## src/rtl/mem_bus_arbiter_if.sv

```systemverilog
// Signal bundle between the fetch/data requesters, the off-chip memory port and mem_bus_arbiter.
// The arbiter connects through the slave modport; the environment drives through master.
interface mem_bus_arbiter_if #(
    parameter int ADDR_W = 16
);
    logic [1:0]        Imem_command;
    logic [ADDR_W-1:0] Imem_addr;
    logic [1:0]        Dmem_command;
    logic [ADDR_W-1:0] Dmem_addr;
    logic [1:0]        Dmem_size;
    logic [63:0]       Dmem_data;
    logic [3:0]        mem2proc_response;
    logic [63:0]       mem2proc_data;
    logic [3:0]        mem2proc_tag;

    logic [1:0]        proc2mem_command;
    logic [ADDR_W-1:0] proc2mem_addr;
    logic [1:0]        proc2mem_size;
    logic [63:0]       proc2mem_data;
    logic [3:0]        Imem2proc_response;
    logic [3:0]        Dmem2proc_response;
    logic [3:0]        Imem2proc_tag;
    logic [3:0]        Dmem2proc_tag;
    logic [63:0]       mem2proc_data_out;
    logic [3:0]        d_outstanding;
    logic              tag_err;

    modport slave (
        input  Imem_command, Imem_addr, Dmem_command, Dmem_addr, Dmem_size, Dmem_data,
               mem2proc_response, mem2proc_data, mem2proc_tag,
        output proc2mem_command, proc2mem_addr, proc2mem_size, proc2mem_data,
               Imem2proc_response, Dmem2proc_response, Imem2proc_tag, Dmem2proc_tag,
               mem2proc_data_out, d_outstanding, tag_err
    );

    modport master (
        output Imem_command, Imem_addr, Dmem_command, Dmem_addr, Dmem_size, Dmem_data,
               mem2proc_response, mem2proc_data, mem2proc_tag,
        input  proc2mem_command, proc2mem_addr, proc2mem_size, proc2mem_data,
               Imem2proc_response, Dmem2proc_response, Imem2proc_tag, Dmem2proc_tag,
               mem2proc_data_out, d_outstanding, tag_err
    );
endinterface

```

## src/rtl/mem_bus_arbiter.sv

```systemverilog
// Shares the off-chip memory port between fetch and data: Dmem priority with an Imem starvation
// guard, plus a per-tag owner table that steers each load completion back to its requester.
module mem_bus_arbiter #(
    parameter int ADDR_W       = 16,
    parameter int STARVE_LIMIT = 4,
    parameter int NUM_TAGS     = 15
) (
    input  logic             clock,
    input  logic             reset,
    mem_bus_arbiter_if.slave bus
);
    localparam logic [1:0] CMD_NONE    = 2'd0;
    localparam logic [1:0] CMD_LOAD    = 2'd1;
    localparam logic [1:0] CMD_STORE   = 2'd2;
    localparam logic [1:0] SIZE_DOUBLE = 2'd3;
    localparam logic [3:0] STARVE_LIM  = 4'(STARVE_LIMIT);
    localparam logic [4:0] MAX_TAG     = 5'(NUM_TAGS);

    typedef enum logic [1:0] {GNT_NONE, GNT_IMEM, GNT_DMEM} grant_e;

    // owner bit: 0 = Imem, 1 = Dmem
    logic [NUM_TAGS:1] valid_q, valid_d;
    logic [NUM_TAGS:1] owner_q, owner_d;
    logic [3:0]        starve_cnt_q, starve_cnt_d;
    logic              tag_err_q, tag_err_d;

    grant_e            grant;
    logic              starve;
    logic [1:0]        cmd;
    logic [ADDR_W-1:0] addr;
    logic [1:0]        size;
    logic [63:0]       data;
    logic [3:0]        resp;
    logic [3:0]        cpl_tag;
    logic              resp_in_range, cpl_in_range;
    logic              alloc, cpl_hit, cpl_miss;
    logic [3:0]        i_tag, d_tag;
    logic [3:0]        d_count;

    assign resp          = bus.mem2proc_response;
    assign cpl_tag       = bus.mem2proc_tag;
    assign resp_in_range = (resp != 4'd0) && ({1'b0, resp} <= MAX_TAG);
    assign cpl_in_range  = (cpl_tag != 4'd0) && ({1'b0, cpl_tag} <= MAX_TAG);

    // NOTE: every signal written in an always_comb gets a default first, so no path leaves it
    // holding its old value and no latch is inferred.
    always_comb begin
        starve = (starve_cnt_q >= STARVE_LIM) && (bus.Imem_command != CMD_NONE);
        grant  = GNT_NONE;
        if (bus.Dmem_command != CMD_NONE && !starve) begin
            grant = GNT_DMEM;
        end else if (bus.Imem_command != CMD_NONE) begin
            grant = GNT_IMEM;
        end
    end

    always_comb begin
        cmd  = CMD_NONE;
        addr = '0;
        size = '0;
        data = '0;
        unique case (grant)
            GNT_IMEM: begin
                cmd  = bus.Imem_command;
                addr = bus.Imem_addr;
                size = SIZE_DOUBLE;
            end
            GNT_DMEM: begin
                cmd  = bus.Dmem_command;
                addr = bus.Dmem_addr;
                size = bus.Dmem_size;
                if (bus.Dmem_command == CMD_STORE) data = bus.Dmem_data;
            end
            default: ;
        endcase
    end

    assign cpl_hit  = cpl_in_range && valid_q[cpl_tag];
    assign cpl_miss = (cpl_tag != 4'd0) && !cpl_hit;
    assign alloc    = (grant != GNT_NONE) && resp_in_range && (cmd == CMD_LOAD);
    assign i_tag    = (cpl_hit && !owner_q[cpl_tag]) ? cpl_tag : 4'd0;
    assign d_tag    = (cpl_hit &&  owner_q[cpl_tag]) ? cpl_tag : 4'd0;

    // Allocation is applied after the completion clear so a reused tag stays valid with its new owner.
    always_comb begin
        valid_d   = valid_q;
        owner_d   = owner_q;
        tag_err_d = tag_err_q | cpl_miss;
        if (cpl_hit) valid_d[cpl_tag] = 1'b0;
        if (alloc) begin
            valid_d[resp] = 1'b1;
            owner_d[resp] = (grant == GNT_DMEM);
        end
        starve_cnt_d = starve_cnt_q;
        if (bus.Imem_command == CMD_NONE || grant == GNT_IMEM) begin
            starve_cnt_d = 4'd0;
        end else if (starve_cnt_q != 4'hF) begin
            starve_cnt_d = starve_cnt_q + 4'd1;
        end
    end

    always_comb begin
        d_count = '0;
        for (int t = 1; t <= NUM_TAGS; t++) begin
            d_count = d_count + 4'(valid_q[t] & owner_q[t]);
        end
    end

    // NOTE: state registers use non-blocking assignments so every flop samples pre-edge values.
    always_ff @(posedge clock) begin
        if (reset) begin
            valid_q      <= '0;
            owner_q      <= '0;
            starve_cnt_q <= '0;
            tag_err_q    <= 1'b0;
        end else begin
            valid_q      <= valid_d;
            owner_q      <= owner_d;
            starve_cnt_q <= starve_cnt_d;
            tag_err_q    <= tag_err_d;
        end
    end

    always_comb begin
        bus.proc2mem_command   = reset ? CMD_NONE : cmd;
        bus.proc2mem_addr      = reset ? '0 : addr;
        bus.proc2mem_size      = reset ? '0 : size;
        bus.proc2mem_data      = reset ? '0 : data;
        bus.Imem2proc_response = (reset || grant != GNT_IMEM) ? 4'd0 : resp;
        bus.Dmem2proc_response = (reset || grant != GNT_DMEM) ? 4'd0 : resp;
        bus.Imem2proc_tag      = reset ? 4'd0 : i_tag;
        bus.Dmem2proc_tag      = reset ? 4'd0 : d_tag;
        bus.mem2proc_data_out  = reset ? '0 : bus.mem2proc_data;
        bus.d_outstanding      = reset ? 4'd0 : d_count;
        bus.tag_err            = reset ? 1'b0 : tag_err_q;
    end
endmodule

```

## src/flat_wrapper.sv

```systemverilog
// flat-port wrapper written by rule: the top's interface ports become plain ports
module mem_bus_arbiter_flat 
#(
    parameter int ADDR_W       = 16,
    parameter int STARVE_LIMIT = 4,
    parameter int NUM_TAGS     = 15
)
  (clock, reset, bus_Imem_command, bus_Imem_addr, bus_Dmem_command, bus_Dmem_addr, bus_Dmem_size, bus_Dmem_data, bus_mem2proc_response, bus_mem2proc_data, bus_mem2proc_tag, bus_proc2mem_command, bus_proc2mem_addr, bus_proc2mem_size, bus_proc2mem_data, bus_Imem2proc_response, bus_Dmem2proc_response, bus_Imem2proc_tag, bus_Dmem2proc_tag, bus_mem2proc_data_out, bus_d_outstanding, bus_tag_err);
  mem_bus_arbiter_if #(.ADDR_W(ADDR_W)) bus_i ();
  input  logic clock;
  input  logic reset;
  input wire logic [$bits(bus_i.Imem_command)-1:0] bus_Imem_command;
  input wire logic [$bits(bus_i.Imem_addr)-1:0] bus_Imem_addr;
  input wire logic [$bits(bus_i.Dmem_command)-1:0] bus_Dmem_command;
  input wire logic [$bits(bus_i.Dmem_addr)-1:0] bus_Dmem_addr;
  input wire logic [$bits(bus_i.Dmem_size)-1:0] bus_Dmem_size;
  input wire logic [$bits(bus_i.Dmem_data)-1:0] bus_Dmem_data;
  input wire logic [$bits(bus_i.mem2proc_response)-1:0] bus_mem2proc_response;
  input wire logic [$bits(bus_i.mem2proc_data)-1:0] bus_mem2proc_data;
  input wire logic [$bits(bus_i.mem2proc_tag)-1:0] bus_mem2proc_tag;
  output wire logic [$bits(bus_i.proc2mem_command)-1:0] bus_proc2mem_command;
  output wire logic [$bits(bus_i.proc2mem_addr)-1:0] bus_proc2mem_addr;
  output wire logic [$bits(bus_i.proc2mem_size)-1:0] bus_proc2mem_size;
  output wire logic [$bits(bus_i.proc2mem_data)-1:0] bus_proc2mem_data;
  output wire logic [$bits(bus_i.Imem2proc_response)-1:0] bus_Imem2proc_response;
  output wire logic [$bits(bus_i.Dmem2proc_response)-1:0] bus_Dmem2proc_response;
  output wire logic [$bits(bus_i.Imem2proc_tag)-1:0] bus_Imem2proc_tag;
  output wire logic [$bits(bus_i.Dmem2proc_tag)-1:0] bus_Dmem2proc_tag;
  output wire logic [$bits(bus_i.mem2proc_data_out)-1:0] bus_mem2proc_data_out;
  output wire logic [$bits(bus_i.d_outstanding)-1:0] bus_d_outstanding;
  output wire logic [$bits(bus_i.tag_err)-1:0] bus_tag_err;
  assign bus_i.Imem_command = bus_Imem_command;
  assign bus_i.Imem_addr = bus_Imem_addr;
  assign bus_i.Dmem_command = bus_Dmem_command;
  assign bus_i.Dmem_addr = bus_Dmem_addr;
  assign bus_i.Dmem_size = bus_Dmem_size;
  assign bus_i.Dmem_data = bus_Dmem_data;
  assign bus_i.mem2proc_response = bus_mem2proc_response;
  assign bus_i.mem2proc_data = bus_mem2proc_data;
  assign bus_i.mem2proc_tag = bus_mem2proc_tag;
  assign bus_proc2mem_command = bus_i.proc2mem_command;
  assign bus_proc2mem_addr = bus_i.proc2mem_addr;
  assign bus_proc2mem_size = bus_i.proc2mem_size;
  assign bus_proc2mem_data = bus_i.proc2mem_data;
  assign bus_Imem2proc_response = bus_i.Imem2proc_response;
  assign bus_Dmem2proc_response = bus_i.Dmem2proc_response;
  assign bus_Imem2proc_tag = bus_i.Imem2proc_tag;
  assign bus_Dmem2proc_tag = bus_i.Dmem2proc_tag;
  assign bus_mem2proc_data_out = bus_i.mem2proc_data_out;
  assign bus_d_outstanding = bus_i.d_outstanding;
  assign bus_tag_err = bus_i.tag_err;
  mem_bus_arbiter #(.ADDR_W(ADDR_W), .STARVE_LIMIT(STARVE_LIMIT), .NUM_TAGS(NUM_TAGS)) u_core (.clock(clock), .reset(reset), .bus(bus_i));
endmodule
```

## config.mk

```make
export PLATFORM = sky130hd
export DESIGN_NAME = mem_bus_arbiter_flat
export DESIGN_NICKNAME = d
export VERILOG_FILES = /design/src/rtl/mem_bus_arbiter_if.sv /design/src/rtl/mem_bus_arbiter.sv /design/src/flat_wrapper.sv
export SDC_FILE = /design/constraint.sdc
export NUM_CORES = 1
export LEC_CHECK = 0
export BUFFER_PORTS_ARGS = -buffer_cell sky130_fd_sc_hd__buf_2
export CAP_MARGIN = 20
export CORE_AREA = 2 2 133 135
export CTS_CLUSTER_SIZE = 16
export DETAILED_ROUTE_END_ITERATION = 10
export DIE_AREA = 0 0 135 137
export HOLD_SLACK_MARGIN = 0.08
export PLACE_DENSITY = 0.6
export SLEW_MARGIN = 0
export SYNTH_ARGS = -nofsm -noshare
export SYNTH_HDL_FRONTEND = slang
export SYNTH_SLANG_ARGS = --single-unit
```

## constraint.sdc

```tcl
create_clock -name clock -period 6.4 [get_ports clock]
set_clock_uncertainty 0.2 [all_clocks]
set_input_delay 0.96 -clock clock [delete_from_list [all_inputs] [get_ports clock]]
set_output_delay 0.96 -clock clock [all_outputs]
set_load 0.005 [all_outputs]
```

After elaboration in Yosys (flattened, before gate mapping)
Cells that the tools add are included.

Bits of input ports: 176. Flip-flop bits (word level): 35. Logic and storage cells: 104. Output and inout port bits: 169.

Multiplexer cells: 31. Equal/unequal tests: 7. Order comparisons: 5. Add/sub/neg operators: 15. Bitwise gates (word level): 19. Reductions and logical operators: 23.

Operator list (number): two-way mux 64 bit (4); adder 4 bit (14); one-hot mux 16 bit (2 select lines) (1); two-way mux 15 bit (2); two-way mux 4 bit (7); two-way mux 16 bit (1); AND 1 bit (15); AND 15 bit (1); bitwise mux 15 bit (1); inverter 15 bit (1); OR 15 bit (1); logical AND 1 bit (10); less-than comparator 4 x 5 -> 1 bit (second input constant) (2); binary-select mux 1 bit (select 4 bit) (2); demux 1 bit (select 4 bit) (2); >= comparator 4 x 1 -> 1 bit (second input constant) (2); one-hot mux 2 bit (2 select lines) (2); nonzero test 4 bit (2); two-way mux 1 bit (6); two-way mux 2 bit (3); nonzero test 2 bit (3); adder 4 x 1 -> 4 bit (second input constant) (1); equality test 2 x 1 -> 1 bit (second input constant) (2); equality test 2 bit (second input constant) (2); other kinds (9) (13).

Depth between registers and ports, before layout
Depth in word-level cells: 16. Gate-level depth with buffers: 13. Gate-level depth less buffers: 13.

Least setup slack after synthesis
Ideal clock, no wire load.

Kind: register -> output. From: register u_core.valid_q[13] in the netlist's numbering. To: output bus_d_outstanding[2]. Arrival time: 3653 ps. Path slack: 1587 ps. Path buffers: 0. Data required time: 5240 ps. Stages on the path, launching flop included: 11. Path through: dfxtp_1 -> and2_1 -> fa_1 -> inv_1 -> fa_1 -> fa_1 -> fa_1 -> fa_1 -> fa_1 -> xor2_1 -> nor2_1.

Word-level cells in the longest chain between the ends: 5.

RTL lines: from (decl) (RTL line mem_bus_arbiter.sv:22) `logic [NUM_TAGS:1] valid_q, valid_d;`; from (signal assigned) (RTL line mem_bus_arbiter.sv:117) `valid_q <= valid_d;`; AND 1 bit (RTL line mem_bus_arbiter.sv:105) `d_count = d_count + 4'(valid_q[t] & owner_q[t]);`; adder 4 bit (3 in a row) (RTL line mem_bus_arbiter.sv:105); two-way mux 4 bit (RTL line mem_bus_arbiter.sv:134) `bus.d_outstanding = reset ? 4'd0 : d_count;`; to (decl) (RTL line flat_wrapper.sv:30) `output wire logic [$bits(bus_i.d_outstanding)-1:0] bus_d_outstanding;`.

No other way between the ends.

Worst setup path in the final report
Ends and elaborated chain as after synthesis.

==> results_dict.tcl <==
set metrics [dict create \
    status "complete, no violations" \
    utilization_pct 31.8 \
    post_drt_wl_per_cell_um 15.1 \
    die_x_um 135 \
    fillers 1911 \
    insertedDiodeCount 0 \
    wl_um 15000 \
    slew_headroom_pct 37.0 \
    io_buffer_count 344 \
    tightest_slew_ns 0.945 \
    die_area_um2 18500 \
    firstDrtPassIters 4 \
    setup_ws_ns 1.09 \
    hold_viol 0 \
    final.period_utilization_pct 82.9 \
    hp-class "flop to flop" \
    drc 0 \
    pre_cts_ws_ns 1.40 \
    syn_area_um2 3350 \
    grt_max_degree 102 \
    critPathLaunchType "flop" \
    final_common_cell "buf_2" \
    whs_ns 0.287 \
    cp.arrival_ns 4.15 \
    syn_area_per_cell_um2 7.61 \
    place_hpwl_um 12700 \
    p_leak_uw 0.00300 \
    syn-num-nets 629 \
    num_vias 4174 \
    ys_types 44 \
    synth_fa_ha_area_share_pct 7.10 \
    rsz0062_at_grt "false" \
    drive_gt1_share_pct 48.4 \
    clock_sink_count 35 \
    synthSimpleGateAreaFrac_pct 44.0 \
    htree_levels 2 \
    cts_buffers 5 \
    ys_warn_count 0 \
    setup_tns_ns 0 \
    core_area_um2 17100 \
    synth_top_family_by_area "simple AND/OR/NAND/NOR gates" \
    drv_cap 0 \
    slew_viol_final 0 \
    ctsResizeCount 0 \
    worstHoldPathCells 2 \
    grt_pass1_wl_um 21500 \
    cts_root_buffer "clkbuf_16" \
    die_h_um 137 \
    synthMuxAreaShare_pct 9.42 \
    nNetsFinal 953 \
    drt-vias-per-instance 4.22 \
    dr.first_iter.drc_count 233 \
    hold_buffers 0 \
    cp_data_required_time_ns 5.24 \
    timing.fmax_mhz 188 \
    antenna_found_initial 2 \
    overflow 0 \
    final_cell_mix "buf_2 (343), and2_1 (87), nor2b_1 (69)" \
    fin_crit_ns 5.31 \
    area.growth.synth_to_final_pct 61.9 \
    reg2reg_depth 5 \
    ys_seq_area_share_pct 20.9 \
    irDropWorstVdd_mv 0.107 \
    synth-seq-cells 35 \
    drtAntennaViolNets 0 \
    cts_tree "done" \
    critical_path.max_fanout 3 \
    clk_pin_slew_ns 0.06 \
    io_pins 345 \
    clock_path_buffers 2 \
    grt_pass1_vias 3767 \
    synth_cells 440 \
    cp-end-kind "output port" \
    routabilityCongestion 0.823 \
    grt_use_total_pct 14.9 \
    insertion_delay_ns 0.28 \
    powerDensity_nw_per_um2 125 \
    start_util_pct 19.6 \
    setup_viol 0 \
    rows 48 \
    yosys.area_share.xor_xnor_pct 0.523 \
    critical_path_class "flop to output port" \
    synth-compound-area-share_pct 12.5 \
    postCtsSetupRepairBufs 0 \
]
==> layout make-up <==
class                   count  area [um^2]  share of cell area, %
multi-input cells         360         2480                   45.7
repair buffers            348         1760                   32.4
clock buffers               5          125                   2.31
clock inverters             3         23.8                  0.439
well taps                 225          282                   5.20
flip-flops and latches     35          701                   12.9
inverters                  14         52.6                  0.970
==> worst max-delay path, stage by stage, from the launching register on <==
cell,delay (ns)
dfxtp_1,0.32
and2_1,0.18
fa_1,0.53
inv_1,0.06
fa_1,0.51
fa_1,0.52
fa_1,0.52
fa_1,0.47
fa_1,0.39
xor2_1,0.17
nor2_1,0.07
buf_2,0.13
==> state kept, by name (all words and copies together), names as in the netlist <==
register,cells
u_core.tag_err_q,1
u_core.valid_q,15
u_core.starve_cnt_q,4
u_core.owner_q,15
==> power breakdown <==
part	total, uW	switching [uW]	internal [uW]	leakage, uW
clock network	247	101	145	0.0000664
registers	225	3.14	222	0.000283
logic	205	98.9	107	0.00265
total	677	203	474	0.00300
==> synth_stat cells (all sizes together) <==
master | number | area [um^2]
ha | 3 | 37.5
conb | 1 | 3.75
nor2b | 69 | 432
xnor2 | 1 | 8.76
xor2 | 1 | 8.76
mux2i | 21 | 210
a221oi | 2 | 17.5
nand4 | 5 | 31.3
and2 | 87 | 544
a22o | 16 | 140
o221ai | 1 | 8.76
mux2 | 3 | 33.8
nor2 | 26 | 97.6
a22oi | 1 | 7.51
o21bai | 1 | 7.51
nand2 | 18 | 67.6
a21o | 2 | 15.0
o2bb2ai | 1 | 8.76
or3b | 1 | 8.76
a21oi | 23 | 119
or2b | 1 | 8.76
nor4 | 1 | 6.26
nor3b | 3 | 27.5
dfxtp | 35 | 701
buf | 6 | 33.8
inv | 14 | 52.6
clkbuf | 25 | 95.1
nor3 | 4 | 20.0
fa | 10 | 200
nand3 | 6 | 30.0
mux4 | 3 | 71.3
nand2b | 22 | 138
nand3b | 3 | 22.5
or2 | 3 | 18.8
or4 | 2 | 18.8
o21ai | 19 | 95.1
==> final timing paths <==
kind / start / endpoint / slack (ns)
max: u_core.valid_q[13]$_SDFF_PP0_ / bus_d_outstanding[2] / 1.09
min: u_core.owner_q[2]$_SDFFE_PP0P_ / u_core.owner_q[2]$_SDFFE_PP0P_ / 0.29
min reg2reg: u_core.owner_q[2]$_SDFFE_PP0P_ / u_core.owner_q[2]$_SDFFE_PP0P_ / 0.29
max reg2reg: u_core.starve_cnt_q[2]$_SDFFE_PP0P_ / u_core.owner_q[12]$_SDFFE_PP0P_ / 4.17
==> kinds of logic (layout without fill, tap and decap cells) <==
logic type / count (synthesis) / in the layout
mux: 27 / 27
other cells: 1 / 1
simple gates: 251 / 251
compound gates: 66 / 66
flops: 35 / 35
buf+inv: 45 / 370
xor+xnor: 2 / 2
fa+ha+maj: 13 / 13
==> stage by stage <==
step	instances	power, uW	cell area, um^2
6_report	990	677	5420
5_1_grt	990	714	5420
4_1_cts	990	683	5420
3_5_place_dp	982	437	5270
3_3_place_gp	981	434	5260
2_1_floorplan	440	321	3350
==> metal layers <==
metal	vias to the layer above	track usage, %	share of wire [%]
li1	2089	-	-
met1	1898	18.8	41
met2	167	25.3	50
met3	16	4.37	7.5
met4	4	3.13	1.3
met5	-	0	0.14
No activity file was read; power rests on OpenSTA's default activity.
